`src/rtl/ascon_block_packer.sv`:
```
// ascon_block_packer
//
// Packs a byte stream of associated data or plaintext into 64-bit blocks
// for the Ascon core. The first byte of a block lands in [63:56]. A block is
// presented when 8 bytes have been collected or the segment's last byte
// arrives. The block is then held until the core pulses read.
//
// With FLUSH_EMPTY=1, a segment that ends exactly on an 8-byte boundary is
// followed by one extra empty block (len 0, last 1). This gives the core the
// padding-only block that it expects.
//
// Ports:
//   clk, rst        clock and asynchronous active-high reset
//   byte_in         next stream byte
//   byte_valid      byte_in is valid this cycle
//   byte_last       byte_in is the final byte of its segment
//   byte_is_ad      1 = associated data, 0 = plaintext
//   byte_ready      packer accepts a byte this cycle
//   blk_data        packed block, unused low bytes zero
//   blk_len         valid bytes in blk_data (0..8)
//   blk_is_ad       block type, taken from the block's first byte
//   blk_last        block is the last of its segment
//   blk_valid       block outputs are stable and valid
//   read            core consumed the presented block (one-cycle pulse)

module ascon_block_packer #(
  parameter bit FLUSH_EMPTY = 1'b1
) (
  input  logic        clk,
  input  logic        rst,
  input  logic [7:0]  byte_in,
  input  logic        byte_valid,
  input  logic        byte_last,
  input  logic        byte_is_ad,
  output logic        byte_ready,
  output logic [63:0] blk_data,
  output logic [3:0]  blk_len,
  output logic        blk_is_ad,
  output logic        blk_last,
  output logic        blk_valid,
  input  logic        read
);

  typedef enum logic [1:0] {
    FILL  = 2'd0,
    HOLD  = 2'd1,
    EMPTY = 2'd2
  } state_t;

  state_t      state;
  state_t      state_next;
  logic [2:0]  cnt;
  logic        pending;
  logic [63:0] data_q;
  logic [3:0]  len_q;
  logic        is_ad_q;
  logic        last_q;
  logic        ready_q;
  logic        valid_q;

  logic        accept;
  logic        block_done;
  logic        full_last;
  logic [2:0]  lane;

  assign accept     = byte_valid && ready_q && (state == FILL);
  assign block_done = accept && ((cnt == 3'd7) || byte_last);
  // A segment that ends on a full block owes the core a trailing empty block.
  assign full_last  = FLUSH_EMPTY && byte_last && (cnt == 3'd7);
  assign lane       = 3'd7 - cnt;

  assign byte_ready = ready_q;
  assign blk_data   = data_q;
  assign blk_len    = len_q;
  assign blk_is_ad  = is_ad_q;
  assign blk_last   = last_q;
  assign blk_valid  = valid_q;

  // State register.
  always_ff @(posedge clk or posedge rst) begin
    if (rst) begin
      state <= FILL;
    end else begin
      state <= state_next;
    end
  end

  // Next-state logic. A read pulse seen while filling has no effect.
  always_comb begin
    state_next = state;
    case (state)
      FILL:    if (block_done) state_next = HOLD;
      HOLD:    if (read) state_next = pending ? EMPTY : FILL;
      EMPTY:   if (read) state_next = FILL;
      default: state_next = FILL;
    endcase
  end

  // Datapath and registered handshake flags.
  // ready and valid are computed from state_next, so they line up with the
  // state that the register holds after this edge. byte_ready is held at 0
  // during reset and rises on the first edge after release.
  // The data register and cnt are cleared on every entry to FILL, so the
  // unused low lanes of a short block are always zero.
  always_ff @(posedge clk or posedge rst) begin
    if (rst) begin
      cnt     <= 3'd0;
      pending <= 1'b0;
      data_q  <= 64'd0;
      len_q   <= 4'd0;
      is_ad_q <= 1'b0;
      last_q  <= 1'b0;
      ready_q <= 1'b0;
      valid_q <= 1'b0;
    end else begin
      ready_q <= (state_next == FILL);
      valid_q <= (state_next != FILL);
      case (state)
        FILL: begin
          if (accept) begin
            data_q[{lane, 3'b000} +: 8] <= byte_in;
            if (cnt == 3'd0) begin
              is_ad_q <= byte_is_ad;
            end
            if (block_done) begin
              cnt     <= 3'd0;
              len_q   <= {1'b0, cnt} + 4'd1;
              last_q  <= byte_last && !full_last;
              pending <= full_last;
            end else begin
              cnt <= cnt + 3'd1;
            end
          end
        end
        HOLD: begin
          if (read) begin
            data_q <= 64'd0;
            len_q  <= 4'd0;
            cnt    <= 3'd0;
            last_q <= pending;
          end
        end
        EMPTY: begin
          if (read) begin
            pending <= 1'b0;
            data_q  <= 64'd0;
            len_q   <= 4'd0;
            last_q  <= 1'b0;
            cnt     <= 3'd0;
          end
        end
        default: begin
          cnt <= 3'd0;
        end
      endcase
    end
  end

endmodule

```
`config.mk`:
```
export PLATFORM = sky130hd
export DESIGN_NAME = ascon_block_packer
export DESIGN_NICKNAME = d
export VERILOG_FILES = /design/src/rtl/ascon_block_packer.sv
export SDC_FILE = /design/constraint.sdc
export NUM_CORES = 1
export LEC_CHECK = 0
export CAP_MARGIN = 10
export CELL_PAD_IN_SITES_DETAIL_PLACEMENT = 1
export CELL_PAD_IN_SITES_GLOBAL_PLACEMENT = 1
export CORE_UTILIZATION = 35
export DETAILED_ROUTE_END_ITERATION = 16
export PLACE_DENSITY = 0.78
export REMOVE_ABC_BUFFERS = 1
export SLEW_MARGIN = 20
export SYNTH_ARGS = -nofsm -noshare
export SYNTH_HDL_FRONTEND = slang
export SYNTH_SLANG_ARGS = --single-unit
export TNS_END_PERCENT = 20
```
`constraint.sdc`:
```
create_clock -name clk -period 2.6 [get_ports clk]
set_input_delay 0.52 -clock clk [delete_from_list [all_inputs] [get_ports clk]]
set_output_delay 0.52 -clock clk [all_outputs]
set_load 0.005 [all_outputs]
```
# Yosys cells after proc, flatten, opt, wreduce, memory -nomap -nowiden
# Index checks and enable logic that the tools add are counted.
[word_totals]
output_inout_bits = 72
elab_cells = 69
regBits = 78
inputBits = 14
[op_classes]
n_addsub = 4
n_mux = 25
reduce_logical = 21
eq_ne = 8
shift = 2
[ops]
columns = ["op", "n"]
rows = [
  ["$mux 64", 2],
  ["$pmux 64 s2", 1],
  ["$bwmux 64", 1],
  ["$shift 8x8->64 const A", 1],
  ["$shiftx 8x8->64", 1],
  ["$mux 4", 3],
  ["$mux 3", 3],
  ["$mux 2", 4],
  ["$ne 2x2->1 const B", 4],
  ["$neg 6->8", 1],
  ["$pmux 4 s2", 1],
  ["$reduce_and 4->1", 2],
  ["$mux 1", 6],
  ["$pmux 2 s3", 1],
  ["$pmux 3 s2", 1],
  ["$reduce_and 3->1", 2],
  ["$reduce_bool 2->1", 3],
  ["$logic_and 1x1->1", 5],
  ["$reduce_and 5->1", 1],
  ["$add 3x1->4 const B", 1],
  ["$logic_not 2->1", 2],
  ["$add 3x1->3 const B", 1],
  ["$eq 3x3->1 const B", 1],
  ["$logic_not 3->1", 1],
  ["other kinds (11)", 11],
]

# Depth between registers and ports, before layout
[logic_depth]
depth_word = 7
depth_mapped = 9
ltp_nobuf = 6

# Least setup slack after synthesis
# No wires, ideal clock.
[synth_path]
path_kind = "register to register"
startpoint = "register cnt[0]"
endpoint = "register data_q[40] (netlist: blk_data[40])"
slack_ns = 0.564
path_stages_with_launch = 8
arrival_ns = 1.969
synth_period_minus_slack_ns = 2.036
setup_ns = 0.067
required_time_ns = 2.533
n_path_buf = 2
cell_sequence = "dfrtp_1 > ha_1 > ha_1 > buf_2 > nor4_1 > and2_1 > clkbuf_1 > a22o_1"
[synth_via]
elab_chain_len = 6
word_cells_on_any_way = 7
classes_between = "2 x add/sub; 2 x shift; 3 x mux"
[synth_rtl]
columns = ["element", "line", "source"]
rows = [
  ["start, declared", "52", "logic [2:0] cnt;"],
  ["start signal, assigned", "131", "cnt <= cnt + 3'd1;"],
  ["$sub 3x3->3 *", "70", "assign lane = 3'd7 - cnt;"],
  ["$neg 6->8 *", "121", "data_q[{lane, 3'b000} +: 8] <= byte_in;"],
  ["$shiftx 8x8->64 or $shift 8x8->64 (tied branches)", "121", ""],
  ["$bwmux 64 *", "121", ""],
  ["$mux 64 *", "120", "if (accept) begin"],
  ["$pmux 64 s2 *", "118", "case (state)"],
  ["end signal, assigned by index", "121", ""],
  ["end, declared", "54", "logic [63:0] data_q;"],
]
# Every way passes the cells marked *; elsewhere a longest branch is shown, timed or not. The select of a mux whose other input is x is not followed.
# A chain may end at the register's enable or synchronous reset.

# Worst setup path after layout
[layout_path]
startpoint = "register cnt[0]"
endpoint = "register data_q[27] (netlist: blk_data[27])"
# The elaborated chain is that of the path after synthesis.

==> flow_metrics.env <==
export IMPL_status="finished, final reports clean"
export IMPL_dp_hpwl_mm=7.458
export IMPL_clk_latency_ns=0.35
export IMPL_start_util=0.3600
export IMPL_cts_max_level=3
export IMPL_grt_pass1_vias=3213
export IMPL_worst_pin_slew_ns=0.7066
export IMPL_timing_rr_end="blk_data[27]$_DFFE_PP0P_"
export IMPL_wl_per_cell_um=18.67
export IMPL_grt_setup_unrepaired="no"
export IMPL_total_power_mw=6.170
export IMPL_crit_required_ns=2.83
export IMPL_io_pin_count=86
export IMPL_cts_num_sinks=78
export IMPL_power_switching_mw=2.307
export IMPL_syn_inst=337
export IMPL_cts_tree="done"
export IMPL_critPathSlowestCell="ha_1"
export IMPL_cts_buffers=9
export IMPL_synth_top_area_share=0.5276
export IMPL_worst_path_buf_inv=0
export IMPL_synth_edf_count=0
export IMPL_rows=37
export IMPL_combPwrFrac=0.492
export IMPL_max_stage_delay_ns=0.51
export IMPL_p_seq_frac=0.347
export IMPL_finalClockSkew_ns=0.01126
export IMPL_dr_total_vias=3063
export IMPL_antenna_found_initial=0
export IMPL_period_minus_slack_ns=2.405
export IMPL_hp_class="in -> async"
export IMPL_ys_flop_type="dfrtp_1"
export IMPL_grt_ovfl_total=0
export IMPL_setup_viol=0
export IMPL_register_area_um2=1952
export IMPL_synth_area_top_cells="dfrtp_1, a22o_1, nand2_1, nand2b_1, o21ai_0"
export IMPL_coreArea_um2=10280
export IMPL_timing_reg2reg_setup_slack_ns=0.19
export IMPL_clockRootBuffer="clkbuf_8"
export IMPL_intPower_mw=3.864
export IMPL_netlist_area_um2=3700
export IMPL_arrival_ns=2.63
export IMPL_ant_nets=0
export IMPL_drc=0
export IMPL_fmax_ghz=0.4158
export IMPL_portBuffers=85
export IMPL_die_h_um=104.8
export IMPL_design_die_area_um2=10990
export IMPL_die_width_um=104.8
export IMPL_worstPathMaxFanout=9
export IMPL_vias_per_cell=5.450
export IMPL_slew_headroom=0.5258
export IMPL_slew_violations=0
export IMPL_hold_viol_final=0
export IMPL_multiInputGateArea_um2=1627
export IMPL_cts_reportedPaths_clkPinSlew_ns=0.08
export IMPL_sw_frac_of_total=0.3738
export IMPL_startpoint="cnt[0]$_DFFE_PP0P_"
export IMPL_yosys_warnings=0
export IMPL_syn_area_per_cell_um2=10.98
export IMPL_wl_mm=10.50
export IMPL_critical_path_class="reg -> reg"
export IMPL_grt_max_degree=63
export IMPL_cellPowerDensity_nw_per_um2=1254
export IMPL_crit_path_frequent_cell="ha_1"
export IMPL_crit_chain="ha_1 > ha_1 > nand2b_1 > nor3_1 > o21ai_1 > a22o_1"
export IMPL_dr_pass1_iters=6
export IMPL_critPathCapture="blk_data[27]$_DFFE_PP0P_"
export IMPL_cp_end_kind="register"
export IMPL_routabilityCongestion=0.8063
export IMPL_drive_above_1_share=0.09155
export IMPL_area_growth_pct=33.01
export IMPL_antenna_cells=0
export IMPL_clock_path_buffers=2
export IMPL_cp_start_kind="register"
export IMPL_fin_tns_setup_ns=0
export IMPL_grt_use_total=0.2005
export IMPL_grt_pass1_wl_mm=17.31
export IMPL_seq_area_frac_synth=0.5276
export IMPL_critical_path_top_delay_family="adder cells"
export IMPL_nets=444
export IMPL_timing_hold_ws_ns=0.4944
export IMPL_asyncSetResetFlopFracSynth=1.000
export IMPL_clkPwrFrac=0.160
export IMPL_ir_drop_v=0.0004873
export IMPL_fin_crit_sh=0.9251
export IMPL_r2r_start="cnt[0]$_DFFE_PP0P_"
export IMPL_path_depth=6
export IMPL_ctsResizeCount=0
export IMPL_reg2reg_depth=6
export IMPL_maxCapViolations=0
export IMPL_drt_iter0_drc=158
export IMPL_synthDistinctLibCells=48
export IMPL_ys_ff_latch=78
export IMPL_fillers=1151
export IMPL_synth_area_leader_cell="dfrtp_1"
export IMPL_p_leak_nw=2.051
## synthesized netlist by cell type (2+ instances only)
cell	number
o221ai_1	9
a31oi_1	2
nand2_1	37
a22oi_1	8
o311ai_0	3
a21oi_1	8
o21bai_1	3
mux2_2	2
o2bb2ai_1	8
nor2b_1	10
a22o_1	26
nand3b_1	9
o21ai_1	4
o21ai_0	23
and2_1	2
ha_1	8
nor2_1	7
nand2b_1	19
buf_2	7
dfrtp_1	78
o311ai_1	8
nor3b_1	8
inv_1	8
nor4_4	3
clkbuf_1	11
nor3_1	2
a21bo_2	2
nand3_1	2
## through the flow
stage / area (um2) / instances / worst slack, ns / util
2_1_floorplan: 3608 / 317 / -0.4756 / -
3_3_place_gp: 4702 / 546 / 0.2676 / 0.4575
3_5_place_dp: 4702 / 546 / 0.1911 / 0.4575
4_1_cts: 4913 / 561 / 0.1353 / 0.4781
5_1_grt: 4921 / 562 / 0.008969 / 0.4788
6_report: 4921 / 562 / 0.1948 / 0.4788
## routing by layer
| metal | share of wire | vias up | GRT usage |
|---|---|---|---|
| met5 | 0 | - | 0 |
| met4 | 0.012 | 0 | 0.04326 |
| met3 | 0.037 | 12 | 0.03743 |
| met2 | 0.48 | 72 | 0.3297 |
| met1 | 0.47 | 1567 | 0.2751 |
| li1 | - | 1412 | - |
## flip-flops by register name, indices dropped and copies added (netlist names)
register and count:
blk_last 1, blk_is_ad 1, pending 1, byte_ready 1, blk_valid 1, blk_len 4, cnt 3, state 2
blk_data 64
## power by group through the flow
stage / clock network (mW) / logic (mW) / registers, mW
floorplan: 0 / 1.55 / 2.09
global placement: 0 / 2.94 / 2.14
detailed placement: 0 / 3.06 / 2.16
CTS: 1.01 / 3.07 / 2.15
global route: 1.05 / 3.34 / 2.21
finish: 0.990 / 3.04 / 2.14
## worst min-delay path by stage
stage,to,slack (ns),from,depth (start not counted)
after floorplan,blk_data[18]$_DFFE_PP0P_,0.48,blk_data[18]$_DFFE_PP0P_,1
after global routing,blk_data[23]$_DFFE_PP0P_,0.53,rst,2
after global placement,blk_data[34]$_DFFE_PP0P_,0.48,blk_data[34]$_DFFE_PP0P_,1
final,blk_data[18]$_DFFE_PP0P_,0.49,rst,2
after detailed placement,blk_data[46]$_DFFE_PP0P_,0.49,blk_data[46]$_DFFE_PP0P_,1
after CTS,blk_data[18]$_DFFE_PP0P_,0.51,rst,2
## cell usage in the layout (no fill, tap or decap), types with 9 or more instances in the layout
cell and count:
a22o_1 26, clkbuf_8 9, dfrtp_1 78, nand2b_1 19, nand3b_1 9, clkdlybuf4s50_1 85
o221ai_1 9, nor2b_1 10, nand2_1 37, o21ai_0 23
## cell families (layout without fill, tap and decap cells)
logic type	Yosys count	count (layout)	share of synthesized area
and+or+nand+nor	110	110	0.1833
AOI/OAI and AO/OA	111	111	0.2232
muxes	2	2	0.006087
buffers and inverters	28	117	0.03280
adders and majority gates	8	8	0.02706
DFF	78	78	0.5276
## area by class of cell
type,instances,area share
Clock buffer,10,0.02593
Clock inverter,5,0.01704
Inverter,8,0.006102
Multi-Input combinational cell,231,0.3305
Sequential cell,78,0.3966
Tap cell,136,0.03458
Timing Repair Buffer,94,0.1892
## timing repair
item	CTS	global route
setup endpoints to repair	0	1
setup buffers	0	1
hold buffers	0	0
No activity file was read; power rests on OpenSTA's default activity.
